==> src/rtl/rom_ioctl_loader.sv <==
// rom_ioctl_loader: turns a valid/ready byte stream (a ROM image) into
// MiSTer hps_io-style ioctl download cycles for the cart-detect logic.
//
// Ports
//   clk_sys, reset        clock, synchronous active-high reset
//   start, index_in       begin a download (ignored while busy), file index
//   src_valid/data/last   source byte stream; src_ready accepts a byte
//   ioctl_download/index  download window and captured index
//   ioctl_wr/addr/dout    one-cycle write strobe, byte address, data
//   ioctl_wait            consumer stall, honoured while a write is pending
//   busy, done            in-progress flag, one-cycle end-of-download pulse
//   overflow              sticky: image longer than MAX_BYTES
//   byte_count            bytes written so far / in the last download
module rom_ioctl_loader #(
  parameter int unsigned ADDR_W    = 25,
  parameter int unsigned WR_GAP    = 1,
  parameter int unsigned MAX_BYTES = 65536
) (
  input  logic              clk_sys,
  input  logic              reset,
  input  logic              start,
  input  logic [7:0]        index_in,
  input  logic              src_valid,
  input  logic [7:0]        src_data,
  input  logic              src_last,
  output logic              src_ready,
  output logic              ioctl_download,
  output logic [7:0]        ioctl_index,
  output logic              ioctl_wr,
  output logic [ADDR_W-1:0] ioctl_addr,
  output logic [7:0]        ioctl_dout,
  input  logic              ioctl_wait,
  output logic              busy,
  output logic              done,
  output logic              overflow,
  output logic [31:0]       byte_count
);

  localparam int unsigned GAP_W = (WR_GAP > 1) ? $clog2(WR_GAP) : 1;

  typedef enum logic [2:0] {
    S_IDLE, S_ARM, S_FETCH, S_WRITE, S_GAP, S_TAIL, S_FINISH
  } state_t;

  state_t           state, state_nxt;
  logic [GAP_W-1:0] gap_cnt;
  logic             last_q;
  logic             full;

  // Once MAX_BYTES have been written, further bytes are drained and dropped.
  assign full = (byte_count == 32'(MAX_BYTES));

  // State register
  always_ff @(posedge clk_sys) begin
    if (reset) state <= S_IDLE;
    else       state <= state_nxt;
  end

  // Next-state and state-decoded handshake/strobe outputs
  always_comb begin
    state_nxt      = state;
    src_ready      = 1'b0;
    ioctl_download = 1'b0;
    ioctl_wr       = 1'b0;
    busy           = 1'b1;
    done           = 1'b0;
    case (state)
      S_IDLE: begin
        busy = 1'b0;
        if (start) state_nxt = S_ARM;
      end
      S_ARM: begin
        ioctl_download = 1'b1;
        state_nxt      = S_FETCH;
      end
      S_FETCH: begin
        ioctl_download = 1'b1;
        src_ready      = 1'b1;
        if (src_valid) begin
          if (!full)         state_nxt = S_WRITE;
          else if (src_last) state_nxt = S_TAIL;
        end
      end
      S_WRITE: begin
        ioctl_download = 1'b1;
        if (!ioctl_wait) begin
          ioctl_wr = 1'b1;
          if (last_q)          state_nxt = S_TAIL;
          else if (WR_GAP > 0) state_nxt = S_GAP;
          else                 state_nxt = S_FETCH;
        end
      end
      S_GAP: begin
        ioctl_download = 1'b1;
        if (gap_cnt == GAP_W'(WR_GAP - 1)) state_nxt = S_FETCH;
      end
      S_TAIL: begin
        ioctl_download = 1'b1;
        state_nxt      = S_FINISH;
      end
      S_FINISH: begin
        done      = 1'b1;
        state_nxt = S_IDLE;
      end
      default: state_nxt = S_IDLE;
    endcase
  end

  // Datapath: captured index, write data/address, counters and flags
  always_ff @(posedge clk_sys) begin
    if (reset) begin
      ioctl_index <= '0;
      ioctl_addr  <= '0;
      ioctl_dout  <= '0;
      byte_count  <= '0;
      overflow    <= 1'b0;
      last_q      <= 1'b0;
      gap_cnt     <= '0;
    end else begin
      case (state)
        S_IDLE: begin
          if (start) begin
            ioctl_index <= index_in;
            ioctl_addr  <= '0;
            byte_count  <= '0;
            overflow    <= 1'b0;
          end
        end
        S_FETCH: begin
          if (src_valid) begin
            if (full) begin
              overflow <= 1'b1;
            end else begin
              ioctl_dout <= src_data;
              last_q     <= src_last;
              // Address of the pending write; held afterwards as the last written address.
              ioctl_addr <= ADDR_W'(byte_count);
            end
          end
        end
        S_WRITE: begin
          gap_cnt <= '0;
          if (!ioctl_wait) byte_count <= byte_count + 32'd1;
        end
        S_GAP: gap_cnt <= gap_cnt + GAP_W'(1);
        default: ;
      endcase
    end
  end

endmodule

==> config.mk <==
export PLATFORM = sky130hd
export DESIGN_NAME = rom_ioctl_loader
export DESIGN_NICKNAME = d
export VERILOG_FILES = /design/src/rtl/rom_ioctl_loader.sv
export SDC_FILE = /design/constraint.sdc
export NUM_CORES = 1
export LEC_CHECK = 0
export ABC_AREA = 0
export BUFFER_PORTS_ARGS = -buffer_cell sky130_fd_sc_hd__buf_2
export CAP_MARGIN = 20
export CORE_MARGIN = 2
export CORE_UTILIZATION = 35
export CTS_CLUSTER_SIZE = 16
export DETAILED_ROUTE_END_ITERATION = 10
export PLACE_DENSITY = 0.64
export SLEW_MARGIN = 20
export SYNTH_ARGS = -nofsm -noshare
export SYNTH_HDL_FRONTEND = slang
export SYNTH_SLANG_ARGS = --single-unit
==> constraint.sdc <==
create_clock -name clk_sys -period 6.3 [get_ports clk_sys]
set_input_delay 0.63 -clock clk_sys [delete_from_list [all_inputs] [get_ports clk_sys]]
set_output_delay 0.63 -clock clk_sys [all_outputs]
set_load 0.1 [all_outputs]
==> impl_metrics.json <==
{
  "period_share": 0.454,
  "vdd_drop_max_mv": 0.107,
  "setup_violations": 0,
  "grt_usage": 0.176,
  "rsz0062_at_grt": "no",
  "fin_cells": 612,
  "netlist_instances": 391,
  "grt_start_max_net_pins": 46,
  "grt_overflow": 0,
  "r2r_cells": 6,
  "avgRoutedWirePerCell_um": 15.7,
  "critPathSlowestCell": "dfxtp_1",
  "whs_endpoint": "ioctl_dout[0]$_SDFFE_PP0P_",
  "drt_wl_total_um": 9610,
  "multiInputGateArea_um2": 1770,
  "timing.rr.end": "ioctl_addr[6]$_SDFFE_PP0P_",
  "dpl_cell_area_um2": 4070,
  "clock_path_buffers": 2,
  "synthAdderAreaFrac": 0.00714,
  "ys_seq_elements": 79,
  "status": "complete, no violations",
  "max-slew-margin-rel": 0.226,
  "yosysWarnings": 0,
  "synth_cell_type_count": 47,
  "clock_latency_ns": 0.35,
  "synth_ff_type": "dfxtp_1",
  "tightest_slew_ns": 1.16,
  "syn_area_per_cell_um2": 8.97,
  "antenna_left": 0,
  "antenna_found_initial": 0,
  "gp_congestion": 0.794,
  "hold_buffers": 0,
  "critPathMostFrequentCell": "inv_1",
  "finalMaxSlewViolations": 0,
  "via_count": 3326,
  "worstReg2RegStart": "byte_count[0]$_SDFFE_PP0P_",
  "final_nets": 498,
  "postCtsSetupRepairBufs": 0,
  "register_area_um2": 1580,
  "drc_errors": 0,
  "holdCritPathClass": "register to register",
  "crit_family": "flip-flops",
  "maxCapViolations": 0,
  "drt_pass1_iterations": 4,
  "hpwl_um": 6570,
  "hold_viol_final": 0,
  "start_kind": "register",
  "synth_top_family_by_area": "simple AND/OR/NAND/NOR gates",
  "crit_path_cell_trace": "inv_1 > or3_1 > inv_1 > buf_2",
  "cp-end-kind": "primary output",
  "fmax_ghz": 0.350,
  "slowest_delay_ns": 0.70,
  "fill_cells": 991,
  "path_clk_slew_ns": 0.08,
  "cts.root.buffer_cell": "clkbuf_8",
  "arrival_ns": 2.23,
  "finish.utilization": 0.442,
  "dp.cells": 596,
  "critPathMaxFanout": 16,
  "period_needed_ns": 2.86,
  "worst_ep_required_time_ns": 5.67,
  "first_global_vias": 3225,
  "cts_resized": 0,
  "ys_top_cells_by_area": "dfxtp_1 45%, a32o_1 7.1%, nand2_1 5.7%",
  "fin_tns_setup_ns": 0,
  "rrSetupSlack_ns": 3.49,
  "clock-sinks": 79,
  "ios": 101,
  "drt_iter0_drc": 155,
  "synth_top_area_share": 0.451,
  "critPathKind": "register to primary output",
  "viasPerCell": 5.43,
  "cts_buffers": 9,
  "synth_area_um2": 3510,
  "die_h_um": 104,
  "start_util": 0.360,
  "coreArea_um2": 9730,
  "cts_tree": "built",
  "power_density_nw_per_um2": 269,
  "port_buffers": 100,
  "synthSimpleGateAreaFrac": 0.226,
  "die_x_um": 104,
  "diodes": 0,
  "hold_depth": 2,
  "synthMuxAreaShare": 0.0371,
  "synth-compound-area-share": 0.212,
  "async_flop_share": 0,
  "grt_pass1_wl_um": 15700,
  "synth_top_cell_by_area": "dfxtp_1",
  "critPathBufInv": 3,
  "h-tree-depth": 3,
  "seq_area_frac_synth": 0.451,
  "fin_skew_ns": 0.00612,
  "syn_nets": 415,
  "area_delta_synth_final_pct": 22.8,
  "leakagePower_nw": 1.68,
  "fp.dieArea_um2": 10800,
  "min_from": "ioctl_dout[0]$_SDFFE_PP0P_",
  "total_power_mw": 1.16,
  "synth_edf_count": 0,
  "drive_above_1_share": 0.259,
  "final_area_um2": 4300,
  "synth_xor_area_frac": 0.0175,
  "std_cell_rows": 36
}
## per-stage QoR
step                      hold slack, ns  setup WS [ns]
final                              0.455           3.44
after global routing               0.476           3.28
after CTS                          0.457           3.46
after detailed placement           0.445           3.53
after global placement             0.439           3.61
after floorplan                    0.435           3.35
## worst reg2reg max path: stages, from the launching register on
cell and delay [ns]:
dfxtp_1 0.38, inv_1 0.11, ha_1 0.19, nor4b_1 0.42
nand4_1 0.31, o31ai_4 1.04, a32o_1 0.30
## report_power, final
| group | internal, mW | total [mW] | leakage [nW] | switching (mW) |
|---|---|---|---|---|
| combinational | 0.0397 | 0.202 | 0.926 | 0.162 |
| sequential | 0.510 | 0.525 | 0.638 | 0.0153 |
| clock | 0.244 | 0.431 | 0.112 | 0.187 |
## how the worst max path moves through the flow
stage                          start  slack (ns)                           to  depth (start not counted)
6_report       state[1]$_SDFFE_PP0P_        3.44                    src_ready                          4
5_1_grt        state[1]$_SDFFE_PP0P_        3.28                    src_ready                          4
4_1_cts        state[1]$_SDFFE_PP0P_        3.46                    src_ready                          4
3_5_place_dp                   reset        3.53  byte_count[22]$_SDFFE_PP0P_                          4
3_3_place_gp                   reset        3.61  byte_count[31]$_SDFFE_PP0P_                          4
2_1_floorplan  state[0]$_SDFFE_PP0P_        3.35               ioctl_download                          4
## flip-flops by register name, summed over array words and instances, names as in the netlist
register and count:
state 3, last_q 1, ioctl_index 8, byte_count 32, gap_cnt 1, ioctl_dout 8, overflow 1, ioctl_addr 25
## cells in the final DEF, fill, tap and decap left out, drive strengths merged, types with 7 or more instances in the layout
| master | count |
|---|---|
| a32o | 25 |
| dfxtp | 79 |
| nand2 | 53 |
| o21ai | 8 |
| a21oi | 33 |
| inv | 11 |
| o31ai | 16 |
| buf | 101 |
| nor4 | 7 |
| nor2 | 15 |
| nand4 | 8 |
| clkbuf | 11 |
| mux2i | 13 |
| nand3 | 12 |
| or4 | 16 |
| or3 | 9 |
## cell usage after synthesis, types with 2 or more instances
library cell	count
nor2_1	15
ha_1	2
a32o_1	25
nand2_1	53
and3_1	2
clkbuf_1	22
xnor2_1	4
buf_1	2
o2111ai_1	2
and2_1	4
a22oi_1	2
inv_1	10
nand4_1	8
buf_6	2
xor2_1	3
nand3_1	12
nand2b_1	3
and4_1	5
mux2i_1	13
a211oi_1	5
a31oi_1	2
o211ai_1	2
or3_1	9
nor3_1	3
o31ai_1	15
o21ai_0	8
or4_1	16
nor4_1	7
nor4b_1	4
buf_2	3
a21oi_1	33
dfxtp_1	79
a2111o_1	2
## metal layers
layer,GRT usage,routed length [um],vias up
met5,0,0,-
met4,0.0512,148,0
met3,0.0482,524,13
met2,0.290,4440,97
met1,0.225,4490,1580
li1,-,-,1636
## cells by family after synthesis
group / Yosys count
buffers and inverters: 41
and+or+nand+nor: 147
AOI/OAI and AO/OA: 102
adders and majority gates: 2
DFF: 79
muxes: 13
xor gates and xnor gates: 7
## cell type report
type	instances	area share
clock inverters	5	0.0186
multi-input cells	271	0.412
repair buffers	101	0.118
flip-flops and latches	79	0.367
well taps	133	0.0387
inverters	12	0.0105
clock buffers	11	0.0352
(Power assumes the default switching activity.)
